**config.mk**
```make
export PLATFORM = sky130hd
export DESIGN_NAME = pipe_scroller
export DESIGN_NICKNAME = d
export VERILOG_FILES = /design/src/rtl/game_pkg.sv /design/src/rtl/pipe_slot.sv /design/src/rtl/pipe_scroller.sv
export SDC_FILE = /design/constraint.sdc
export NUM_CORES = 1
export LEC_CHECK = 0
export CAP_MARGIN = 0
export CORE_ASPECT_RATIO = 0.9
export CORE_UTILIZATION = 23
export CTS_CLUSTER_SIZE = 8
export DETAILED_ROUTE_END_ITERATION = 10
export GPL_TIMING_DRIVEN = 1
export PLACE_DENSITY_LB_ADDON = 0.3
export SYNTH_ARGS = -nofsm -noshare
export SYNTH_HDL_FRONTEND = slang
export SYNTH_HIERARCHICAL = 1
export SYNTH_SLANG_ARGS = --single-unit
```
**constraint.sdc**
```tcl
create_clock -name clk_i -period 4.5 [get_ports clk_i]
set_input_delay 0.9 -clock clk_i [delete_from_list [all_inputs] [get_ports clk_i]]
set_output_delay 0.9 -clock clk_i [all_outputs]
set_load 0.02 [all_outputs]
```
**src/rtl/game_pkg.sv**
```systemverilog
// Shared definitions for the pipe scroller: FSM states, slot count, edge width
// and the wrap-around ROM index increment.
package game_pkg;

    typedef enum logic [1:0] {
        ST_IDLE = 2'd0,
        ST_LOAD = 2'd1,
        ST_RUN  = 2'd2,
        ST_HALT = 2'd3
    } state_t;

    localparam int NUM_PIPES = 5;
    localparam int Y_W       = 10;
    localparam int SCREEN_W  = 640;
    localparam int IDX_W     = 3;

    // ROM rotation index step; wraps after the last pipe slot.
    function automatic logic [IDX_W-1:0] idx_next(input logic [IDX_W-1:0] idx);
        logic [IDX_W-1:0] nxt;
        if (idx == IDX_W'(NUM_PIPES - 1)) begin
            nxt = {IDX_W{1'b0}};
        end else begin
            nxt = idx + {{(IDX_W-1){1'b0}}, 1'b1};
        end
        return nxt;
    endfunction

endpackage

```
**src/rtl/pipe_slot.sv**
```systemverilog
// One pipe slot: X position and top/bottom edges. Loads from the ROM, moves left
// on each accepted tick and recycles to the far end of the ring when selected.
module pipe_slot
    import game_pkg::*;
#(
    parameter int X_W     = 11,
    parameter int X_INIT  = 680,
    parameter int SPACING = 200,
    parameter int SPEED   = 2,
    parameter int BIRD_X  = 160
) (
    input  logic           clk_i,
    input  logic           rst_i,
    input  logic           load_i,
    input  logic           move_i,
    input  logic           recycle_i,
    input  logic [Y_W-1:0] rom_top_i,
    input  logic [Y_W-1:0] rom_bot_i,
    output logic [X_W-1:0] x_o,
    output logic [Y_W-1:0] top_o,
    output logic [Y_W-1:0] bot_o,
    output logic           due_o,
    output logic           cross_o
);

    localparam logic [X_W-1:0] X_INIT_C = X_W'(X_INIT);
    localparam logic [X_W-1:0] SPEED_C  = X_W'(SPEED);
    localparam logic [X_W-1:0] RING_C   = X_W'(NUM_PIPES * SPACING);
    localparam logic [X_W-1:0] BIRD_C   = X_W'(BIRD_X);

    logic [X_W-1:0] x_q, x_d, x_moved;
    logic [Y_W-1:0] top_q, top_d, bot_q, bot_d;

    // x_moved may wrap below zero for a due slot; adding the ring length
    // brings it back into range modulo 2^X_W.
    assign x_moved = x_q - SPEED_C;
    assign due_o   = (x_q <= SPEED_C);
    assign cross_o = (x_q > BIRD_C) && (x_moved <= BIRD_C);
    assign x_o     = x_q;
    assign top_o   = top_q;
    assign bot_o   = bot_q;

    // Next-state selection: load, move/recycle, or hold.
    always_comb begin
        x_d   = x_q;
        top_d = top_q;
        bot_d = bot_q;
        if (load_i) begin
            x_d   = X_INIT_C;
            top_d = rom_top_i;
            bot_d = rom_bot_i;
        end else if (move_i) begin
            if (recycle_i) begin
                x_d   = x_moved + RING_C;
                top_d = rom_top_i;
                bot_d = rom_bot_i;
            end else begin
                x_d   = x_moved;
            end
        end else begin
            x_d   = x_q;
        end
    end

    // Slot registers with synchronous reset.
    always_ff @(posedge clk_i) begin
        if (rst_i) begin
            x_q   <= {X_W{1'b0}};
            top_q <= {Y_W{1'b0}};
            bot_q <= {Y_W{1'b0}};
        end else begin
            x_q   <= x_d;
            top_q <= top_d;
            bot_q <= bot_d;
        end
    end

endmodule

```
**src/rtl/pipe_scroller.sv**
```systemverilog
// Pipe scroller top: game FSM, ROM rotation index, score, and five pipe slots.
module pipe_scroller
    import game_pkg::*;
#(
    parameter int X_W     = 11,
    parameter int X_START = 680,
    parameter int SPACING = 200,
    parameter int SPEED   = 2,
    parameter int BIRD_X  = 160
) (
    input  logic                     clk_i,
    input  logic                     rst_i,
    input  logic                     start_i,
    input  logic                     game_over_i,
    input  logic                     tick_i,
    output logic [IDX_W-1:0]         rom_idx_o,
    input  logic [Y_W-1:0]           rom_top_i,
    input  logic [Y_W-1:0]           rom_bot_i,
    output logic [NUM_PIPES*X_W-1:0] pipe_x_o,
    output logic [NUM_PIPES*Y_W-1:0] pipe_top_o,
    output logic [NUM_PIPES*Y_W-1:0] pipe_bot_o,
    output logic                     running_o,
    output logic                     pass_o,
    output logic [7:0]               score_o
);

    state_t                 state_q, state_d;
    logic [IDX_W-1:0]       rom_idx_q, rom_idx_d;
    logic [IDX_W-1:0]       load_cnt_q, load_cnt_d;
    logic [7:0]             score_q, score_d;
    logic                   pass_q, pass_d;
    logic                   running_q, running_d;

    logic                   move_s;
    logic [NUM_PIPES-1:0]   load_vec_s, due_vec_s, cross_vec_s, recycle_vec_s;

    // A tick only moves the pipes in RUN when neither game_over nor start preempts it.
    assign move_s = (state_q == ST_RUN) && tick_i && !game_over_i && !start_i;

    // Lowest due slot wins the recycle; the others just subtract.
    assign recycle_vec_s = due_vec_s & (~due_vec_s + {{(NUM_PIPES-1){1'b0}}, 1'b1});

    genvar k;
    generate
        for (k = 0; k < NUM_PIPES; k++) begin : g_slot
            assign load_vec_s[k] = (state_q == ST_LOAD) && (load_cnt_q == IDX_W'(k));

            pipe_slot #(
                .X_W     (X_W),
                .X_INIT  (X_START + k * SPACING),
                .SPACING (SPACING),
                .SPEED   (SPEED),
                .BIRD_X  (BIRD_X)
            ) u_slot (
                .clk_i     (clk_i),
                .rst_i     (rst_i),
                .load_i    (load_vec_s[k]),
                .move_i    (move_s),
                .recycle_i (recycle_vec_s[k]),
                .rom_top_i (rom_top_i),
                .rom_bot_i (rom_bot_i),
                .x_o       (pipe_x_o[k*X_W +: X_W]),
                .top_o     (pipe_top_o[k*Y_W +: Y_W]),
                .bot_o     (pipe_bot_o[k*Y_W +: Y_W]),
                .due_o     (due_vec_s[k]),
                .cross_o   (cross_vec_s[k])
            );
        end
    endgenerate

    // FSM next state plus rom index, load counter, score and pass pulse.
    always_comb begin
        state_d    = state_q;
        rom_idx_d  = rom_idx_q;
        load_cnt_d = load_cnt_q;
        score_d    = score_q;
        pass_d     = 1'b0;
        case (state_q)
            ST_IDLE, ST_HALT: begin
                if (start_i) begin
                    state_d    = ST_LOAD;
                    rom_idx_d  = {IDX_W{1'b0}};
                    load_cnt_d = {IDX_W{1'b0}};
                    score_d    = 8'd0;
                end else begin
                    state_d    = state_q;
                end
            end
            ST_LOAD: begin
                rom_idx_d = idx_next(rom_idx_q);
                if (load_cnt_q == IDX_W'(NUM_PIPES - 1)) begin
                    state_d    = ST_RUN;
                    load_cnt_d = {IDX_W{1'b0}};
                end else begin
                    load_cnt_d = load_cnt_q + {{(IDX_W-1){1'b0}}, 1'b1};
                end
            end
            ST_RUN: begin
                if (game_over_i) begin
                    state_d = ST_HALT;
                end else if (start_i) begin
                    state_d    = ST_LOAD;
                    rom_idx_d  = {IDX_W{1'b0}};
                    load_cnt_d = {IDX_W{1'b0}};
                    score_d    = 8'd0;
                end else if (move_s) begin
                    if (|due_vec_s) begin
                        rom_idx_d = idx_next(rom_idx_q);
                    end else begin
                        rom_idx_d = rom_idx_q;
                    end
                    if (|cross_vec_s) begin
                        pass_d  = 1'b1;
                        score_d = (score_q == 8'hFF) ? score_q : score_q + 8'd1;
                    end else begin
                        pass_d  = 1'b0;
                    end
                end else begin
                    state_d = state_q;
                end
            end
            default: begin
                state_d = ST_IDLE;
            end
        endcase
        running_d = (state_d == ST_RUN);
    end

    // Control and output registers with synchronous reset.
    always_ff @(posedge clk_i) begin
        if (rst_i) begin
            state_q    <= ST_IDLE;
            rom_idx_q  <= {IDX_W{1'b0}};
            load_cnt_q <= {IDX_W{1'b0}};
            score_q    <= 8'd0;
            pass_q     <= 1'b0;
            running_q  <= 1'b0;
        end else begin
            state_q    <= state_d;
            rom_idx_q  <= rom_idx_d;
            load_cnt_q <= load_cnt_d;
            score_q    <= score_d;
            pass_q     <= pass_d;
            running_q  <= running_d;
        end
    end

    assign rom_idx_o = rom_idx_q;
    assign score_o   = score_q;
    assign pass_o    = pass_q;
    assign running_o = running_q;

endmodule
```
Word level (Yosys, flattened, before mapping). Index checks and enable logic that the tools add are counted.

Register bits after elaboration: 173. Word-level logic and storage cells: 187. Bits of input ports: 25.

$add $sub $neg: 14. Reduce and logical (&&, ||, !) cells: 44. Mux-type cells: 68. Magnitude comparators: 15. Bitwise gates (word level): 4. Equality and inequality tests: 16.

Operator list (count): $mux W10 (34); $mux W11 (11); $add A11 B10 Y11 const B (5); $gt A11 B8 Y1 const B (5); $le A11 B2 Y1 const B (5); $le A11 B8 Y1 const B (5); $sub A11 B2 Y11 const B (5); $mux W8 (6); $mux W3 (9); $reduce_bool A2 Y1 (11); $pmux W3 S3 (2); $pmux W8 S2 (1); $reduce_or A5 Y1 (3); $logic_and A1 B1 Y1 (13); $reduce_or A2 Y1 (6); $reduce_and A2 Y1 (5); $ne A3 B2 Y1 const B (3); $add A8 B1 Y8 const B (1); $eq A8 B8 Y1 const B (1); $add A3 B1 Y3 const B (2); $eq A2 B2 Y1 const B (3); $eq A3 B2 Y1 const B (2); $eq A3 B3 Y1 const B (2); $mux W2 (3); other kinds (15) (18).

Depth between registers and ports, before layout. Gate-level depths: netlist of the first run.

Word-level depth: 9. Mapped depth: 17. Mapped depth without buffers: 15.

Cells and area by module. Netlist of the first run, hierarchy kept.

Modules (own cells, without submodules): pipe_slot at g_slot[1].u_slot (cells each 235, times used 1, area each 1783.0 µm²); pipe_slot at g_slot[0].u_slot (cells each 233, times used 1, area each 1765.4 µm²); pipe_slot at g_slot[3].u_slot (cells each 222, times used 1, area each 1717.9 µm²); pipe_slot at g_slot[4].u_slot (cells each 228, times used 1, area each 1711.6 µm²); pipe_slot at g_slot[2].u_slot (cells each 214, times used 1, area each 1636.6 µm²); pipe_scroller (cells each 156, times used 1, area each 1222.4 µm²).

Least setup slack after synthesis of the first run. Ideal clock, no wire load.

Path type: in2reg. From: input start_i. To: register g_slot[0].u_slot.bot_q[0]. Setup slack: 0.759 ns. Arrival: 3.671 ns. Setup time: 0.070 ns. Data required time: 4.430 ns. Cell stages on the path: 7. Buffers on the path: 1. Path through: nand2b_1 -> nor3b_1 -> clkinv_1 -> o21ai_0 -> clkbuf_1 -> nand2_1 -> a21oi_1.

Word-level cells in the longest chain between the ends: 4.

Ends and longest elaborated chain: from (decl) (line pipe_scroller.sv:13) `input logic start_i,`; $logic_not A1 Y1 (line pipe_scroller.sv:38) `assign move_s = (state_q == ST_RUN) && tick_i && !game_over_i && !start_i;`; $logic_and A1 B1 Y1 (line pipe_scroller.sv:38); via move_s (line pipe_scroller.sv:34) `logic move_s;`; $reduce_bool A2 Y1 (no source line); $reduce_and A2 Y1 (no source line); to (signal assigned) (line pipe_slot.sv:70) `bot_q <= {Y_W{1'b0}};`; to (signal assigned) (line pipe_slot.sv:74) `bot_q <= bot_d;`; to (decl) (line pipe_slot.sv:32) `logic [Y_W-1:0] top_q, top_d, bot_q, bot_d;`.

The timed path passes the listed nets, and every way through them passes these cells. A chain may end at the register's enable or synchronous reset.

Worst setup path in the final report of the first run.
From: register g_slot[3].u_slot.x_q[1]. To: register score_q[6] (netlist: score_o[6]).

Word-level cells in the longest chain between the ends: 6. Elaborated cells between the ends (all ways): 7. Those cells by class: add/sub: 1; order compare: 2; eq/ne: 1; reduce/logical: 3.

Ends and longest elaborated chain: from (decl) (line pipe_slot.sv:31) `logic [X_W-1:0] x_q, x_d, x_moved;`; from (signal assigned) (line pipe_slot.sv:68) `x_q <= {X_W{1'b0}};`; $sub A11 B2 Y11 (line pipe_slot.sv:36) `assign x_moved = x_q - SPEED_C;`; via g_slot[3].u_slot.x_moved[1] (line pipe_slot.sv:31); $le A11 B8 Y1 (line pipe_slot.sv:38) `assign cross_o = (x_q > BIRD_C) && (x_moved <= BIRD_C);`; $logic_and A1 B1 Y1 (line pipe_slot.sv:38); via cross_vec_s[3] (line pipe_scroller.sv:35) `logic [NUM_PIPES-1:0] load_vec_s, due_vec_s, cross_vec_s, recycle_vec_s;`; $reduce_or A5 Y1 (line pipe_scroller.sv:112) `if (|cross_vec_s) begin`; $ne A3 B2 Y1 (no source line); $reduce_and A6 Y1 (no source line); to (signal assigned) (line pipe_scroller.sv:142) `score_q <= score_d;`; to (decl) (line pipe_scroller.sv:30) `logic [7:0] score_q, score_d;`.

The timed path passes the listed nets, and every way through them passes these cells.

==> qor.yml, run 1 <==
synth_area_per_cell_sq_um: 7.637
antenna_found_initial: 1
tns_ns: 0
diodes: 0
netlist_area_sq_um: 9837
first_iter_violations: 792
worstSetupStartpointType: "flop"
outcome: "finished, violations left"
cts_max_level: 4
ant_nets: 0
synth.top_cell.area_share_pct: 34.19
synthTopCellsByArea: "dfxtp_1 (34%), nand2_1 (9.6%), a21oi_1 (7.4%)"
period_share_pct: 86.94
placedCellCount: 1944
syn_inst: 1288
fp.dieH_um: 198.2
wl_um: 35030
power.density_nw_per_um2: 386.5
synth_warnings: 6
fp.dieW_um: 220.0
vias_per_cell: 4.896
grt_pass1_vias: 8759
place_area_sq_um: 12130
period_needed_ns: 3.912
crit_arrival_ns: 4.20
synth_edf_count: 0
synth.distinct_cells: 103
maxSlewViolCount: 0
syn_nets: 1349
wire_per_inst_um: 17.74
coreArea_sq_um: 42020
io_buffers: 187
die_area_sq_um: 43600
grt_overflow: 0
timing.slew.headroom_pct: 46.79
synthArstFlopShare_pct: 0
synthFlopType: "dfxtp_1"
crit_required_ns: 4.79
cts_hold_buf: 0
rows: 71
cts_tree: "built"
finalPower_w: 0.004915
clk_path_buf_depth: 2
finalHoldViolations: 0
post_cts_resized: 0
cts-buffers-inserted: 17
end_kind: "flop"
worst_pin_slew_ns: 0.7908
grt_use_total_pct: 16.00
start_util_pct: 23.41
rsz0062_at_grt: "false"
drc_errors: 8
p_leak_nw: 4.435
ir_worst_vdd_mv: 0.2073
yosys.area.top_type: "dfxtp_1"
worstSkewPairLatency_ns: 0.45
root_buffer: "clkbuf_16"
violations: "DRC"
drt-pass1-iter-count: 8
clock_sinks: 168
worstPathMaxFanout: 9
grt_start_max_net_pins: 87
syn_to_final_growth_pct: 29.27
drive_gt1_share_pct: 7.913
fin_cells: 1975
crit_type: "flop to flop"
final-setup-viol-count: 0
dpl.hpwl_um: 25240
clkTransAtPathRegs_ns: 0.07
fmax_mhz: 255.6
skew_ns: 0.01362
fin_nets: 1477
gp_congestion: 0.8797
cts_setup_buffers: 0
yosysSeqAreaShare_pct: 34.19
hold_path_class: "flop to flop"
fin_area_sq_um: 12720
maxCapViolCount: 0
num_vias: 9669
ys_seq_elements: 168
grt_pass1_wl_um: 53590
ios: 193
logic make-up after synthesis:
kind of cell	share of synthesized area, %
other	0.1908
xor gates and xnor gates	4.274
AOI/OAI and AO/OA	21.79
DFF	34.19
buffers and inverters	6.907
adders and majority gates	4.579
and+or+nand+nor	27.24
muxes	0.8268
cell usage after synthesis, types with 6 or more instances:
cell type,instances
o21a_1,6
a31oi_1,10
o211ai_1,9
buf_4,6
or3_1,10
o2111a_1,7
and3_1,8
a211oi_1,17
nor4b_1,9
xnor2_1,31
ha_1,36
or3b_1,7
and2_1,7
o31ai_1,10
nand4_1,17
nor2_1,89
nor3_1,35
xor2_1,17
o22ai_1,7
or2_2,9
buf_2,17
buf_6,9
dfxtp_1,168
nand3_1,22
nand2b_1,13
clkbuf_1,62
mux2i_1,7
nor4_1,8
inv_1,50
o21ai_0,31
nand2_1,251
nor2b_1,18
a21oi_1,145
per-stage QoR:
step / hold slack, ns / util [%] / worst slack, ns
CTS: 0.4518 / 30.26 / 0.5727
global route: 0.4694 / 30.26 / 0.2054
global placement: 0.4378 / 28.86 / 0.6157
detailed placement: 0.4429 / 28.86 / 0.6111
finish: 0.4508 / 30.26 / 0.5879
floorplan: 0.5181 / - / 0.7589
power breakdown:
group	internal, W	switching [W]
Sequential	0.00158	0.000122
Clock	0.000832	0.000702
Combinational	0.000642	0.00104
cell usage in the layout, fill, tap and decap left out, types with 8 or more instances in the layout:
cell and n:
o31ai_1 10, buf_4 21, nand2b_1 13, clkbuf_16 17, ha_1 36, a31oi_1 10
nand4_1 17, inv_1 50, a211oi_1 17, dfxtp_1 168, xor2_1 17, a21oi_1 140
o211ai_1 9, and3_1 8, nand3_1 22, nor4_1 8, or3_1 10, nor2b_1 18
nand2_1 251, or2_2 9, nor3_1 35, o21ai_0 28, clkdlybuf4s50_1 186, xnor2_1 31
nor2_1 89, nor4b_1 9
final timing paths:
path / to / slack (ns) / from / depth (start not counted)
worst min-delay path: g_slot[4].u_slot/top_o[1] / 0.45 / g_slot[4].u_slot/top_o[1] / 2
worst min register to register: g_slot[4].u_slot/top_o[1] / 0.45 / g_slot[4].u_slot/top_o[1] / 2
worst max-delay path: score_o[6] / 0.59 / g_slot[3].u_slot/x_o[1] / 13
worst max register to register: score_o[6] / 0.59 / g_slot[3].u_slot/x_o[1] / 13
worst max-delay path, cell delays in order, from the launching register on:
cell	delay, ns
dfxtp_1	0.40
inv_1	0.12
ha_1	0.30
or3b_1	0.50
or2_2	0.35
a311o_1	0.32
a21oi_1	0.14
nor4b_1	0.07
buf_4	0.16
or4_1	0.50
nor2_1	0.30
o21ai_1	0.31
a31oi_1	0.21
a211oi_1	0.07
registers in the layout (all words and copies together), names as in the netlist:
register	count
g_slot.u_slot/bot_o	50
g_slot.u_slot/top_o	50
g_slot.u_slot/x_o	50
score_o	8
load_cnt_q	3
rom_idx_o	3
state_q	2
pass_o	1
running_o	1
layer usage:
metal / track usage [%] / up-vias / routed length (um)
li1: - / 4731 / -
met1: 22.71 / 4645 / 17180
met2: 23.98 / 273 / 15370
met3: 4.117 / 20 / 2095
met4: 3.525 / 0 / 391
met5: 0 / - / 0
cell type report:
cell class / count / area [sq um]
inverter: 51 / 191.4
tap: 547 / 684.4
fill: 4450 / 29300
clock inverter: 14 / 162.7
clock buffer: 17 / 425.4
multi-input combinational: 969 / 5829
sequential: 168 / 3363
timing repair buffer: 209 / 2059
Note: power is estimated with default switching activity, not from simulation.
==> run 2, diff against run 1 <==
GPL_TIMING_DRIVEN = default   (was 1)
==> results of run 2 <==
Same layout as run 1: the final DEF is identical, and so are final timing and power.
==> run 3, diff against run 2 <==
--- a/config.mk
+++ b/config.mk
@@ -12,4 +12,5 @@
 export DETAILED_ROUTE_END_ITERATION = 10
 export PLACE_DENSITY_LB_ADDON = 0.3
+export REMOVE_ABC_BUFFERS = 1
 export SYNTH_ARGS = -nofsm -noshare
 export SYNTH_HDL_FRONTEND = slang
==> constraint.sdc (replaced) <==
create_clock -name clk_i -period 4.5 [get_ports clk_i]
set_input_delay 0.9 -clock clk_i [delete_from_list [all_inputs] [get_ports clk_i]]
set_output_delay 0.9 -clock clk_i [all_outputs]
set_load 0.005 [all_outputs]
==> qor.yml, run 3 (synthesized netlist as in run 1, its figures left out) <==
hold_depth: 2
antenna_found_initial: 0
p_clk_share_pct: 32.1
skew_ns: 0.01305
diodes: 0
finalHoldWorstSlack_ns: 0.4473
reg2reg_depth: 12
p_int_w: 0.003046
end_kind: "flop"
ant_nets: 0
crit_type: "flop to flop"
rr_startpoint: "g_slot[3].u_slot/x_o[1]"
first_iter_violations: 686
worst_pin_slew_ns: 0.8088
layout.area.seq_sq_um: 3363
wl_um: 32540
grt_pass1_vias: 8917
power.density_nw_per_um2: 375.2
drt-pass1-iter-count: 8
worstPathMaxFanout: 9
drive_gt1_share_pct: 7.773
cts-buffers-inserted: 17
power.switching_w: 0.001723
rows: 71
fin_cells: 1975
p_sw_share_pct: 36.14
r2r-end: "score_o[6]"
period_share_pct: 85.15
grt_overflow: 0
maxCapViolCount: 0
grt_use_total_pct: 14.95
fmax_mhz: 261.0
num_vias: 9482
outcome: "finished, violations left"
finalHoldViolations: 0
fin_area_sq_um: 12710
clock_sinks: 168
root_buffer: "clkbuf_16"
rsz0062_at_grt: "false"
syn_to_final_growth_pct: 29.20
worstSkewPairLatency_ns: 0.45
worstSetupStartpointType: "flop"
cts_hold_buf: 0
violations: "DRC"
post_cts_resized: 0
grt_start_max_net_pins: 68
clkTransAtPathRegs_ns: 0.07
hp-start: "g_slot[4].u_slot/bot_o[1]"
rrSetupSlack_ns: 0.67
final_common_cell: "nand2_1"
nFillCells: 4434
drc_errors: 5
crit_required_ns: 4.83
fin_util_pct: 30.25
sequentialPowerShare_pct: 35.7
p_leak_nw: 4.436
final_cell_mix: "nand2_1 (251), clkdlybuf4s50_1 (186), dfxtp_1 (168)"
cts_tree: "built"
ios: 193
period_needed_ns: 3.832
wire_per_inst_um: 16.47
placedCellCount: 1943
fin_nets: 1476
hold_path_class: "flop to flop"
die_area_sq_um: 43600
vias_per_cell: 4.801
maxSlewViolCount: 0
place_area_sq_um: 12120
tns_ns: 0
multi_input_area_sq_um: 5829
timing.slew.headroom_pct: 45.97
gp_congestion: 0.8591
p_comb_share_pct: 32.2
hold-path-endpoint: "g_slot[4].u_slot/bot_o[1]"
grt_pass1_wl_um: 50760
clk_path_buf_depth: 2
io_buffers: 187
cts_max_level: 4
cts_setup_buffers: 0
fp.dieW_um: 220.0
crit_arrival_ns: 4.17
ir_worst_vdd_mv: 0.2442
start_util_pct: 23.41
dpl.hpwl_um: 22510
final-setup-viol-count: 0
coreArea_sq_um: 42020
fp.dieH_um: 198.2
run 3: power groups by stage:
stage	logic [W]	registers, W	clock network [W]
after floorplan	0.000953	0.00171	0
after global placement	0.00153	0.00173	0
after detailed placement	0.00154	0.00173	0
after CTS	0.00155	0.00170	0.00159
after global routing	0.00171	0.00172	0.00165
final	0.00154	0.00170	0.00153
run 3: worst max path at each step:
stage / startpoint / to / cells past startpoint
floorplan: start_i / g_slot[0].u_slot/bot_o[0] / 6
global placement: g_slot[2].u_slot/x_o[2] / score_o[0] / 13
detailed placement: g_slot[3].u_slot/x_o[1] / score_o[6] / 12
CTS: g_slot[3].u_slot/x_o[1] / score_o[6] / 12
global route: g_slot[3].u_slot/x_o[1] / score_o[6] / 12
finish: g_slot[3].u_slot/x_o[1] / score_o[6] / 12
run 3: stage by stage:
step	setup WS, ns	power, W
after global placement	0.7890	0.003263
after detailed placement	0.7110	0.003270
after floorplan	-3.447	0.002665
after global routing	0.4366	0.005079
after CTS	0.7186	0.004840
final	0.6680	0.004769
run 3: worst max-delay path: stages (launching register included):
cell and delay [ns]:
dfxtp_1 0.40, inv_1 0.12, ha_1 0.29, or3b_1 0.49, or2_2 0.34, a311o_1 0.32
a21oi_1 0.14, nor4b_1 0.08, or4_1 0.53, nor2_1 0.38, o21ai_1 0.33, a31oi_1 0.23
a211oi_1 0.07
run 3: layout make-up:
type	count	share of cell area (%)
Clock inverter	13	1.231
Timing Repair Buffer	208	16.14
Multi-Input combinational cell	969	45.87
Sequential cell	168	26.46
Tap cell	547	5.385
Clock buffer	19	3.406
Inverter	51	1.506
run 3: layer usage:
layer	track usage, %	vias to the layer above	wire length, um
li1	-	4745	-
met1	19.73	4473	15200
met2	22.78	236	14490
met3	4.962	28	2187
met4	4.700	0	661
met5	0	-	0
